### src/rtl/digit_scan_mux.sv
// digit_scan_mux: time-multiplexed digit scanner for a multi-digit 7-segment
// display. A refresh prescaler steps a one-hot anode scan. The digit word is
// snapshotted at every frame wrap so that a frame never mixes two values. All
// outputs are registered.
// Optional feature macro: DIGIT_SCAN_LZB_EN (leading-zero blanking from the snapshot).
module digit_scan_mux #(
    parameter int NUM_DIGITS  = 3,
    parameter int DIGIT_W     = 4,
    parameter int REFRESH_DIV = 50000
) (
    input  logic                            clk,
    input  logic                            rst_n,
    input  logic                            en,
    input  logic [NUM_DIGITS*DIGIT_W-1:0]   digits_i,
    output logic [NUM_DIGITS-1:0]           an_o,
    output logic [DIGIT_W-1:0]              digit_o,
    output logic [$clog2(NUM_DIGITS)-1:0]   digit_idx_o,
    output logic                            blank_o,
    output logic                            frame_done_o
);

    localparam int IDX_W  = $clog2(NUM_DIGITS);
    localparam int CNT_W  = (REFRESH_DIV > 1) ? $clog2(REFRESH_DIV) : 1;
    localparam int WORD_W = NUM_DIGITS * DIGIT_W;

    localparam logic [CNT_W-1:0] CNT_TOP = CNT_W'(REFRESH_DIV - 1);
    localparam logic [IDX_W-1:0] IDX_TOP = IDX_W'(NUM_DIGITS - 1);

    logic [CNT_W-1:0]      r_count;
    logic [IDX_W-1:0]      r_idx;
    logic [WORD_W-1:0]     r_snap;
    logic [NUM_DIGITS-1:0] r_an;
    logic [DIGIT_W-1:0]    r_digit;
    logic                  r_frame_done;

    logic                  w_tick;
    logic                  w_wrap;
    logic [IDX_W-1:0]      w_idx_next;
    logic [WORD_W-1:0]     w_snap_next;
    logic [NUM_DIGITS-1:0] w_an_next;
    logic [DIGIT_W-1:0]    w_digit_next;
    logic [NUM_DIGITS-1:0] w_an_out;
    logic [DIGIT_W-1:0]    w_digit_out;

    // A tick ends the current digit slot; a wrap is the tick that ends the frame.
    assign w_tick = en && (r_count == CNT_TOP);
    assign w_wrap = w_tick && (r_idx == IDX_TOP);

    // Index and snapshot as they will be after this edge. The registered outputs
    // are loaded from these values, so digit 0 of a new frame already shows the
    // freshly captured word.
    assign w_idx_next  = w_wrap ? '0 : (r_idx + IDX_W'(1));
    assign w_snap_next = w_wrap ? digits_i : r_snap;
    assign w_an_next   = NUM_DIGITS'(1) << w_idx_next;

    // Select the nibble of the upcoming digit from the (next) snapshot.
    always_comb begin
        w_digit_next = '0;
        for (int k = 0; k < NUM_DIGITS; k++) begin
            if (w_idx_next == IDX_W'(k)) begin
                w_digit_next = w_snap_next[k*DIGIT_W +: DIGIT_W];
            end
        end
    end

`ifdef DIGIT_SCAN_LZB_EN
    logic [NUM_DIGITS-1:0] w_blank_vec;
    logic                  w_upper_zero;
    logic                  w_blank_next;
    logic                  r_blank;

    // Digit k (k != 0) is blanked when it and every more significant digit are zero.
    always_comb begin
        w_blank_vec  = '0;
        w_upper_zero = 1'b1;
        for (int k = NUM_DIGITS - 1; k >= 1; k--) begin
            w_upper_zero   = w_upper_zero && (w_snap_next[k*DIGIT_W +: DIGIT_W] == '0);
            w_blank_vec[k] = w_upper_zero;
        end
    end

    assign w_blank_next = |(w_blank_vec & w_an_next);
    assign w_an_out     = w_blank_next ? '0 : w_an_next;
    assign w_digit_out  = w_blank_next ? '0 : w_digit_next;

    // Blank flag is registered with the other outputs and changes only on a tick.
    always_ff @(posedge clk) begin
        if (!rst_n) begin
            r_blank <= 1'b0;
        end else if (w_tick) begin
            r_blank <= w_blank_next;
        end
    end

    assign blank_o = r_blank;
`else
    assign w_an_out    = w_an_next;
    assign w_digit_out = w_digit_next;
    assign blank_o     = 1'b0;
`endif

    // Refresh prescaler: counts 0..REFRESH_DIV-1 while enabled, holds otherwise.
    always_ff @(posedge clk) begin
        if (!rst_n) begin
            r_count <= '0;
        end else if (en) begin
            if (r_count == CNT_TOP) begin
                r_count <= '0;
            end else begin
                r_count <= r_count + CNT_W'(1);
            end
        end
    end

    // Scan index and frame snapshot; the snapshot is reloaded only on a wrap.
    always_ff @(posedge clk) begin
        if (!rst_n) begin
            r_idx  <= '0;
            r_snap <= '0;
        end else if (w_tick) begin
            r_idx  <= w_idx_next;
            r_snap <= w_snap_next;
        end
    end

    // Registered display outputs; frame_done pulses on the edge that returns to digit 0.
    always_ff @(posedge clk) begin
        if (!rst_n) begin
            r_an         <= NUM_DIGITS'(1);
            r_digit      <= '0;
            r_frame_done <= 1'b0;
        end else begin
            r_frame_done <= w_wrap;
            if (w_tick) begin
                r_an    <= w_an_out;
                r_digit <= w_digit_out;
            end
        end
    end

    assign an_o         = r_an;
    assign digit_o      = r_digit;
    assign digit_idx_o  = r_idx;
    assign frame_done_o = r_frame_done;

endmodule

### config.mk
export PLATFORM = sky130hd
export DESIGN_NAME = digit_scan_mux
export DESIGN_NICKNAME = d
export VERILOG_FILES = /design/src/rtl/digit_scan_mux.sv
export SDC_FILE = /design/constraint.sdc
export NUM_CORES = 1
export LEC_CHECK = 0
export BUFFER_PORTS_ARGS = -buffer_cell sky130_fd_sc_hd__buf_2
export CAP_MARGIN = 20
export CORE_AREA = 5 5 77 79
export DETAILED_ROUTE_END_ITERATION = 10
export DIE_AREA = 0 0 82 84
export PLACE_DENSITY = 0.55
export RECOVER_POWER = 25
export SLEW_MARGIN = 0
export SYNTH_ARGS = -nofsm -noshare
export SYNTH_HDL_FRONTEND = slang
export SYNTH_SLANG_ARGS = --single-unit
### constraint.sdc
create_clock -name clk -period 5.75 [get_ports clk]
set_clock_uncertainty 0.15 [all_clocks]
set_input_delay 0.575 -clock clk [delete_from_list [all_inputs] [get_ports clk]]
set_output_delay 0.575 -clock clk [all_outputs]
set_load 0.05 [all_outputs]
**After elaboration in Yosys (flattened, before gate mapping)**

Index checks and enable logic that the tools add are counted.

- Add/sub/neg operators: 2
- Reductions and logical operators: 3
- Div/mod/pow operators: 0
- Muxes and demuxes: 6
- Eq/ne operators: 4
- Magnitude comparators: 0
- Bitwise gates (word level): 0
- Shift operators: 1
- Multipliers: 0

Operators with widths:

| cell | number |
|---|---|
| $add 16x1->16 const B | 1 |
| $eq 16x16->1 const B | 1 |
| $mux 16 | 1 |
| $mux 12 | 1 |
| $mux 4 | 3 |
| $eq 2x2->1 const B | 2 |
| $shl 1x2->3 const A | 1 |
| $add 2x1->2 const B | 1 |
| $eq 2x1->1 const B | 1 |
| $logic_and 1x1->1 | 2 |
| $logic_not 2->1 | 1 |
| $mux 2 | 1 |

- Memories kept: 0
- Memory bits (read-only): 0
- Logic and storage cells: 22
- Bits in latches: 0
- Register bits: 38
- Output and inout port bits: 11
- Bits in writable memories: 0
- Input bits: 15

**Logic depth before layout (Yosys ltp)**

Gate-level depths: netlist of the first run.

- Depth after elaboration: 8
- Depth in mapped cells: 6
- Mapped depth without buffers: 5

**Worst setup path after synthesis of the first run**

Ideal clock, no wire load.

- Path type: input -> register
- From: input en
- To: register r_snap[2]
- Library setup time: 115 ps
- Cell stages on the path: 6
- Data arrival time: 1,849 ps
- Required time: 5,485 ps
- Path slack: 3,635 ps
- Buffers on the path: 2
- Cell sequence: clkbuf_1 > nand4_1 > nor4_4 > nand2_2 > buf_6 > a31o_1

- Word-level cells in the longest chain between the ends: 3

Ends and longest elaborated chain:

| element | RTL line | RTL |
|---|---|---|
| start: declaration | 13 | `input logic en,` |
| $logic_and 1x1->1 * | 46 | `assign w_tick = en && (r_count == CNT_TOP);` |
| $logic_and 1x1->1 | 47 | `assign w_wrap = w_tick && (r_idx == IDX_TOP);` |
| $mux 12 | 53 | `assign w_snap_next = w_wrap ? digits_i : r_snap;` |
| end signal: assignment | 122 | `r_snap <= w_snap_next;` |
| end: declaration | 31 | `logic [WORD_W-1:0] r_snap;` |

Mark *: on every way between the ends. The rest lies on a longest branch, timed or not.
A chain may end at the register's enable or synchronous reset.

**Worst setup path in the final report of the first run**

- From: register r_count[4]
- To: register r_snap[1]

- Word-level cells in the longest chain between the ends: 4

Ends and longest elaborated chain:

| element | RTL line | RTL |
|---|---|---|
| start: declaration | 29 | `logic [CNT_W-1:0] r_count;` |
| start signal: assignment | 110 | `r_count <= r_count + CNT_W'(1);` |
| $eq 16x16->1 * | 46 |  |
| $logic_and 1x1->1 * | 46 |  |
| $logic_and 1x1->1 | 47 |  |
| $mux 12 | 53 |  |

Marked as above.

==> results_dict.tcl, run 1 <==
set metrics [dict create \
    status "complete, but fails checks" \
    violations "max-capacitance violations, max-slew violations" \
    syn_inst 201 \
    gp_congestion 0.764 \
    row_count 27 \
    grt_start_max_net_pins 32 \
    crit_type "flop to flop" \
    cts_hold_buf 0 \
    setup_violations 0 \
    p_leak_nw 0.709 \
    ff_latch_area_um2 761 \
    instances_no_fill 288 \
    die_x_um 82 \
    layout-drive-gt1-share_pct 11.6 \
    diodes 0 \
    final.fill_count 582 \
    multi_input_area_um2 882 \
    cp-end-kind "flop" \
    cts_tree "done" \
    ir_drop_uv 146 \
    synthDominantCellAreaShare_pct 43.2 \
    first_pass_iters 4 \
    antenna_found_initial 0 \
    viasPerCell 4.77 \
    layout_min_cycle_time_ns 3.59 \
    yosys-top-cells-area "dfxtp_1, mux2i_1, xnor2_1" \
    final.setup.tns_ns 0 \
    dp.cells 280 \
    die_y_um 84 \
    critPathMaxFanout 12 \
    yosysSeqAreaShare_pct 43.2 \
    rsz0062_at_grt "no" \
    clock_sinks 38 \
    syn_to_final_growth_pct 11.4 \
    grt_pass1_wl_um 6100 \
    path_cells "or4b_4, nor4_1, nand2_2, a31o_2" \
    syn_nets 217 \
    ctsResizeCount 0 \
    grt.overflow.total 0 \
    vias 1375 \
    synth_area_mm2 0.00176 \
    cts_setup_buffers 0 \
    post-route-period-util_pct 62.4 \
    grt_use_total_pct 11.4 \
    clock_latency_ns 0.28 \
    ant_nets 0 \
    start_util_pct 33.4 \
    hold_violations 0 \
    worstPathRequired_ns 5.78 \
    cts_buffers 5 \
    ys_warn_count 0 \
    post-route-util_pct 37.2 \
    ios 26 \
    drc_errors 0 \
    routed_wirelength_um 3590 \
    clkTransAtPathRegs_ns 0.07 \
    hp-class "flop to flop" \
    worstPathArrival_ns 3.62 \
    ys_seq_elements 38 \
    grt_pass1_vias 1343 \
    power.density_mw_per_mm2 256 \
    clock_path_buffers 2 \
    start_kind "flop" \
    yosysTopAreaCell "dfxtp_1" \
    nets 231 \
    io_buffers 24 \
    critPathSlowestCell "nor4_1" \
    slowest_delay_ns 1.41 \
    die-area_mm2 0.00689 \
    drt-wirelength-per-cell_um 12.5 \
    slew_headroom_pct -17.1 \
    power_uw 502 \
    crit_buf_inv 0 \
    final_cell_mix "dfxtp_1, nand2_1, nor2_1, mux2i_1, buf_2" \
    worst_pin_slew_ns 1.74 \
    fmax_mhz 279 \
    htreeDepth 2 \
    report.final.slew_viol_count 13 \
    cp_top_family "simple AND/OR/NAND/NOR gates" \
    synth_cell_types 33 \
    first_iter_violations 47 \
    core_area_mm2 0.00527 \
    maxCapViolCount 1 \
    dpl.hpwl_um 2430 \
    avgSynthCellArea_um2 8.76 \
    root_buffer "clkbuf_8" \
    layout_commonest_cell "dfxtp_1" \
]
==> cell usage after synthesis (all sizes together) <==
library cell,count
nand4,8
or4b,2
clkbuf,10
nand3,10
buf,7
nor2,20
a21oi,5
and4,7
dfxtp,38
a211oi,4
nand4b,1
ha,1
nand3b,1
inv,4
nor4,6
nor3b,1
xor2,2
o21ai,8
xnor2,12
nor2b,1
nor3,5
nand2,28
a31o,4
nor4b,1
conb,1
mux2i,14
==> report_power, final <==
group	leakage, nW	switching, mW	internal [mW]
Combinational	0.351	0.0107	0.00636
Sequential	0.306	0.00158	0.265
Clock	0.0524	0.0895	0.130
Total	0.709	0.102	0.401
==> cells by family after synthesis <==
kind of cell	count (synthesis)	synth area share, %
xor+xnor	14	6.96
buf+inv	21	5.89
other cells	1	0.213
mux	14	7.95
simple gates	91	27.7
compound gates	21	7.39
fa+ha+maj	1	0.710
flops	38	43.2
==> registers in the layout (all words and copies together) (netlist names) <==
register,count
an_o,3
digit_idx_o,2
digit_o,4
frame_done_o,1
r_count,16
r_snap,12
==> final timing paths <==
| check | cells after the start | slack (ns) | from | to |
|---|---|---|---|---|
| worst max-delay path | 4 | 2.16 | r_count[4] | r_snap[1] |
| worst max register to register | 4 | 2.16 | r_count[4] | r_snap[1] |
| worst min-delay path | 2 | 0.31 | an_o[1] | an_o[1] |
| worst min register to register | 2 | 0.31 | an_o[1] | an_o[1] |
==> final cells by class <==
type	count	share of cell area (%)
clock inverter	1	1.53
timing repair buffer	24	5.48
clock buffer	7	3.89
sequential	38	38.8
multi-input combinational	142	45.0
tap	72	4.59
inverter	4	0.765
==> routing by layer <==
layer,wire [µm],up-vias,global-route usage (%)
met4,94,0,6.04
met1,1710,616,14.5
li1,-,727,-
met3,154,9,3.56
met2,1640,23,16.8
met5,0,-,0
==> tightest hold or removal path, delay by kind of cell (launching register included) <==
kind	cells	cell delay [ns]
simple gates	1	0.05
flops	1	0.31
compound gates	1	0.05
==> per-stage QoR <==
stage	worst slack [ns]	instance area, µm²	hold WS, ns
5_1_grt	1.89	1960	0.339
4_1_cts	3.19	1990	0.307
2_1_floorplan	3.64	1760	0.287
3_5_place_dp	3.08	1880	0.296
6_report	2.16	1960	0.307
3_3_place_gp	3.11	1880	0.294
(Power assumes the default switching activity.)
==> inputs of run 2 (changes only) <==
clock period = 3.7 ns   (was 5.75 ns; I/O delays follow)
==> run 2 against run 1 <==
  * The run now ends clean
  * Sequential cell count stayed put
  * Worst setup slack worse by 1.0 ns
  * Non-clock buffer count stayed put
  * Worst hold slack worse by 0.14 ns
  * Largest cell class unchanged
==> results_dict.tcl, run 2 (synthesis results as in run 1) <==
set metrics [dict create \
    diodes 0 \
    cts_tree "done" \
    fin_area_mm2 0.00198 \
    die_y_um 84 \
    slowest_delay_ns 0.62 \
    layout_commonest_cell "dfxtp_1" \
    antenna_found_initial 0 \
    routed_wirelength_um 3580 \
    pre_cts_ws_ns 1.13 \
    maxCapViolCount 0 \
    r2r_slack_ns 1.14 \
    grt_pass1_wl_um 5980 \
    vias 1439 \
    grt_pass1_vias 1314 \
    final_cell_mix "dfxtp_1, nand2_1, nor2_1, mux2i_1, buf_2" \
    top_register "r_count" \
    setup_slack_ns 1.14 \
    start_util_pct 33.4 \
    placed_cell_area_mm2 0.00188 \
    start_kind "flop" \
    dpl.hpwl_um 2460 \
    cp-end-kind "flop" \
    critPathLaunch "r_count[4]" \
    htreeDepth 2 \
    rsz0062_at_grt "no" \
    final.setup.tns_ns 0 \
    row_count 27 \
    io_buffers 24 \
    die_x_um 82 \
    nets 231 \
    final.fill_count 558 \
    power_uw 786 \
    crit_type "flop to flop" \
    cts_buffers 5 \
    hold_violations 0 \
    first_pass_iters 5 \
    largest_register_ffs 16 \
    worstPathArrival_ns 2.60 \
    worst_pin_slew_ns 0.655 \
    cts_hold_buf 0 \
    ir_drop_uv 230 \
    grt.overflow.total 0 \
    clkTransAtPathRegs_ns 0.08 \
    regToRegStartpoint "r_count[4]" \
    cts_setup_buffers 0 \
    wl_met1_um 1660 \
    clock_path_buffers 2 \
    root_buffer "clkbuf_8" \
    ctsResizeCount 0 \
    clock_latency_ns 0.29 \
    layout_min_cycle_time_ns 2.56 \
    slew_headroom_pct 56.0 \
    drc_errors 0 \
    core_area_mm2 0.00527 \
    status "finished, final reports clean" \
    gp_congestion 0.783 \
    post-route-util_pct 37.6 \
    viasPerCell 5.00 \
    dp.cells 280 \
    critPathSlowestCell "nor4_4" \
    instances_no_fill 288 \
    critPathMaxFanout 12 \
    first_iter_violations 99 \
    die-area_mm2 0.00689 \
    dr_wl_met3_um 202 \
    ios 26 \
    grt_start_max_net_pins 32 \
    power.density_mw_per_mm2 397 \
    p_leak_nw 0.732 \
    post-route-period-util_pct 69.3 \
    min_from "digits_i[10]" \
    routed-wl-met2_um 1620 \
    highest_layer "met4" \
    ant_nets 0 \
    hp-class "input port to flop" \
    layout-drive-gt1-share_pct 13.0 \
    setup_violations 0 \
    worstPathRequired_ns 3.74 \
    fmax_mhz 390 \
    clock_sinks 38 \
    syn_to_final_growth_pct 12.4 \
    report.final.slew_viol_count 0 \
    grt_use_total_pct 11.0 \
    drt-wirelength-per-cell_um 12.4 \
    holdWs_ns 0.162 \
    path_cells "or4b_4, nor4_4, nand2_2, a31o_2" \
]
## run 2: final timing paths
path                     end  cells past startpoint
hold / removal    r_snap[10]                      3
setup / recovery   r_snap[0]                      4
setup reg to reg   r_snap[0]                      4
hold reg to reg      an_o[1]                      2
## run 2: cell type report
class | count | area (µm²) | share of cell area (%)
Clock buffer | 5 | 68.8 | 3.48
Clock inverter | 3 | 40.0 | 2.02
Inverter | 4 | 15.0 | 0.759
Multi-Input combinational cell | 142 | 897 | 45.3
Sequential cell | 38 | 761 | 38.4
Tap cell | 72 | 90.1 | 4.55
Timing Repair Buffer | 24 | 108 | 5.44
## run 2: critical path: cells and delay by family (launching register included)
family           cells  cell delay (ns)
flip-flops           1             0.40
AO/OA/AOI/OAI        1             0.34
AND/OR/NAND/NOR      3             1.57
## run 2: power by group
part	switching [mW]	internal (mW)	total (mW)
logic	0.0167	0.00996	0.0267
clock network	0.147	0.198	0.346
registers	0.00232	0.411	0.413
total	0.166	0.619	0.786
## run 2: per-layer routing
| metal | global-route usage, % | vias to the layer above |
|---|---|---|
| li1 | - | 727 |
| met1 | 13.4 | 662 |
| met2 | 16.7 | 41 |
| met3 | 4.00 | 9 |
| met4 | 5.44 | 0 |
| met5 | 0 | - |
==> inputs of run 3 (changes only) <==
ABC_AREA = 1   (was not set)
CORE_AREA = 5 5 80 82   (was 5 5 77 79)
DIE_AREA = 0 0 85 87   (was 0 0 82 84)
PLACE_DENSITY = 0.54   (was 0.55)
clock period = 2.4 ns   (was 3.7 ns; I/O delays follow)
==> run 3 against run 2 <==
  * Worst setup slack got worse by 0.71 ns
  * Sequential cell count stayed put
  * Critical path depth is 7 higher
  * Synthesized cell count rose by 39%
  * Area after synthesis increased by 8.2%
  * Non-clock buffer count is 1 higher
  * Combinational power rose by 56%
  * Global-route usage is 2.5 points higher
  * Wire length rose by 26%
  * Count of clock-buffer cells in the layout is 2 higher
  * Critical path type unchanged
  * Largest power group unchanged
==> results_dict.tcl, run 3 <==
set metrics [dict create \
    syn_inst 279 \
    synthSimpleGateAreaFrac_pct 38.3 \
    clock_sinks 38 \
    grtUsageMet3_pct 3.03 \
    synth_area_mm2 0.00191 \
    ant_nets 0 \
    grt_use_met2_pct 22.5 \
    start_kind "flop" \
    ir_drop_uv 302 \
    fmax_mhz 507 \
    clock_latency_ns 0.29 \
    layout_commonest_cell "nand2_1" \
    synth_xor_area_share_pct 0.460 \
    crit_type "flop to flop" \
    die_y_um 87 \
    root_buffer "clkbuf_8" \
    yosysMostFrequentCell "nand2_1" \
    slew_headroom_pct 53.0 \
    clock_path_buffers 2 \
    cpMostUsedCell "nand2_1" \
    worst_pin_slew_ns 0.704 \
    ctsResizeCount 0 \
    avgSynthCellArea_um2 6.83 \
    synth_compound_area_share_pct 9.13 \
    ys_warn_count 0 \
    viasPerCell 4.74 \
    hp-class "input port to flop" \
    antenna_found_initial 0 \
    routed_wirelength_um 4510 \
    critPathSlowestCell "dfxtp_1" \
    first_iter_violations 52 \
    yosys-top-cells-area "dfxtp_1, nand2_1, nand3_1" \
    grt_busiest_layer "met2" \
    grt_pass1_vias 1764 \
    grt_start_max_net_pins 21 \
    synth_top_family_by_area "simple AND/OR/NAND/NOR gates" \
    gp_congestion 0.736 \
    final_cell_mix "nand2_1, nor2_1, dfxtp_1, inv_1, nand3_1" \
    met1_usage_pct 16.6 \
    syn_nets 295 \
    drt-wirelength-per-cell_um 11.9 \
    row_count 28 \
    ios 26 \
    synthDominantCellAreaShare_pct 39.9 \
    yosys.area_share.adder_pct 0.657 \
    grt_pass1_wl_um 8010 \
    worstPathRequired_ns 2.50 \
    report.final.slew_viol_count 0 \
    critPathMaxFanout 12 \
    vias 1787 \
    synth_edf_count 0 \
    power_mw 1.22 \
    synth_mux_area_share_pct 0 \
    power.density_mw_per_mm2 568 \
    syn_to_final_growth_pct 12.9 \
    p_leak_nw 0.846 \
    synth_cell_types 34 \
    drc_errors 0 \
    path_cells "ha_1, nand2_1, nor2_1, nand2_2, nor2_4, nand3_2, nand2_1, nand3_1, nand3_1, nand2_1, inv_1" \
    async_flop_share_pct 0 \
    cts_hold_buf 0 \
    slowest_delay_ns 0.37 \
    cts_tree "done" \
    worstPathArrival_ns 2.07 \
    first_pass_iters 5 \
    synth_flop_cell "dfxtp_1" \
    maxCapViolCount 0 \
    cts_buffers 5 \
    top_register "r_count" \
    layout_min_cycle_time_ns 1.97 \
    diodes 0 \
    core_area_mm2 0.00568 \
    cp-end-kind "flop" \
    nets 317 \
    largest_register_ffs 16 \
    placed_cell_area_mm2 0.00207 \
    htreeDepth 2 \
    fin_area_mm2 0.00215 \
    synth_common_cells "nand2_1, dfxtp_1, nor2_1" \
    grt_use_total_pct 13.5 \
    ys_seq_elements 38 \
    yosysSeqAreaShare_pct 39.9 \
    io_buffers 24 \
    setup_violations 0 \
    yosysTopAreaCell "dfxtp_1" \
    clkTransAtPathRegs_ns 0.08 \
    grt.overflow.total 0 \
    cts_setup_buffers 0 \
    die-area_mm2 0.00740 \
    post-route-period-util_pct 82.2 \
    die_x_um 85 \
    start_util_pct 33.6 \
    hold_violations 0 \
    dpl.hpwl_um 3330 \
    layout-drive-gt1-share_pct 13.6 \
    final.setup.tns_ns 0 \
    status "finished, final reports clean" \
    rsz0062_at_grt "no" \
]
[run 3: through the flow]
stage                     util (%)  instances  setup slack [ns]  hold slack, ns
after global placement        36.4        369             0.483           0.307
after global routing          37.9        377             0.158          0.0526
after CTS                     38.3        377             0.419          0.0515
after floorplan                  -        279             0.531           0.189
final                         37.9        377             0.427          0.0535
after detailed placement      36.4        369             0.441           0.307
[run 3: cell type report]
cell class,count,area [µm²]
clock inverters,1,30.0
inverters,40,155
flip-flops and latches,38,761
multi-input cells,191,921
fillers,640,3520
repair buffers,25,115
clock buffers,7,76.3
well taps,75,93.8
[run 3: where the power goes]
part	switching (mW)	leakage (nW)	internal (mW)
clock	0.235	0.0524	0.311
combinational	0.0278	0.487	0.0139
sequential	0.00250	0.306	0.633
[run 3: critical path: cells and delay by family, from the launching register on]
kind | cells | cell delay [ns]
buf+inv | 1 | 0.04
simple gates | 9 | 1.19
flops | 1 | 0.37
fa+ha+maj | 1 | 0.18
[run 3: kinds of logic (layout without fill, tap and decap cells)]
logic type               count (synthesis)  in the layout
AO/OA/AOI/OAI                           31             31
XOR/XNOR                                 1              1
adder cells (fa/ha/maj)                  1              1
buffers and inverters                   50             73
flip-flops                              38             38
other                                    1              1
AND/OR/NAND/NOR                        157            157
[run 3: worst paths after layout]
| kind | end | depth (start not counted) | slack (ns) | startpoint |
|---|---|---|---|---|
| setup / recovery | digit_o[0] | 11 | 0.43 | r_count[0] |
| hold / removal | r_snap[6] | 3 | 0.05 | digits_i[6] |
| setup reg to reg | digit_o[0] | 11 | 0.43 | r_count[0] |
| hold reg to reg | r_snap[11] | 2 | 0.32 | r_snap[11] |
[run 3: metal layers]
layer,share of wire (%),wire (µm),vias up
li1,-,-,951
met1,48,2150,792
met2,47,2110,33
met3,3.4,153,11
met4,2.1,96,0
met5,0,0,-
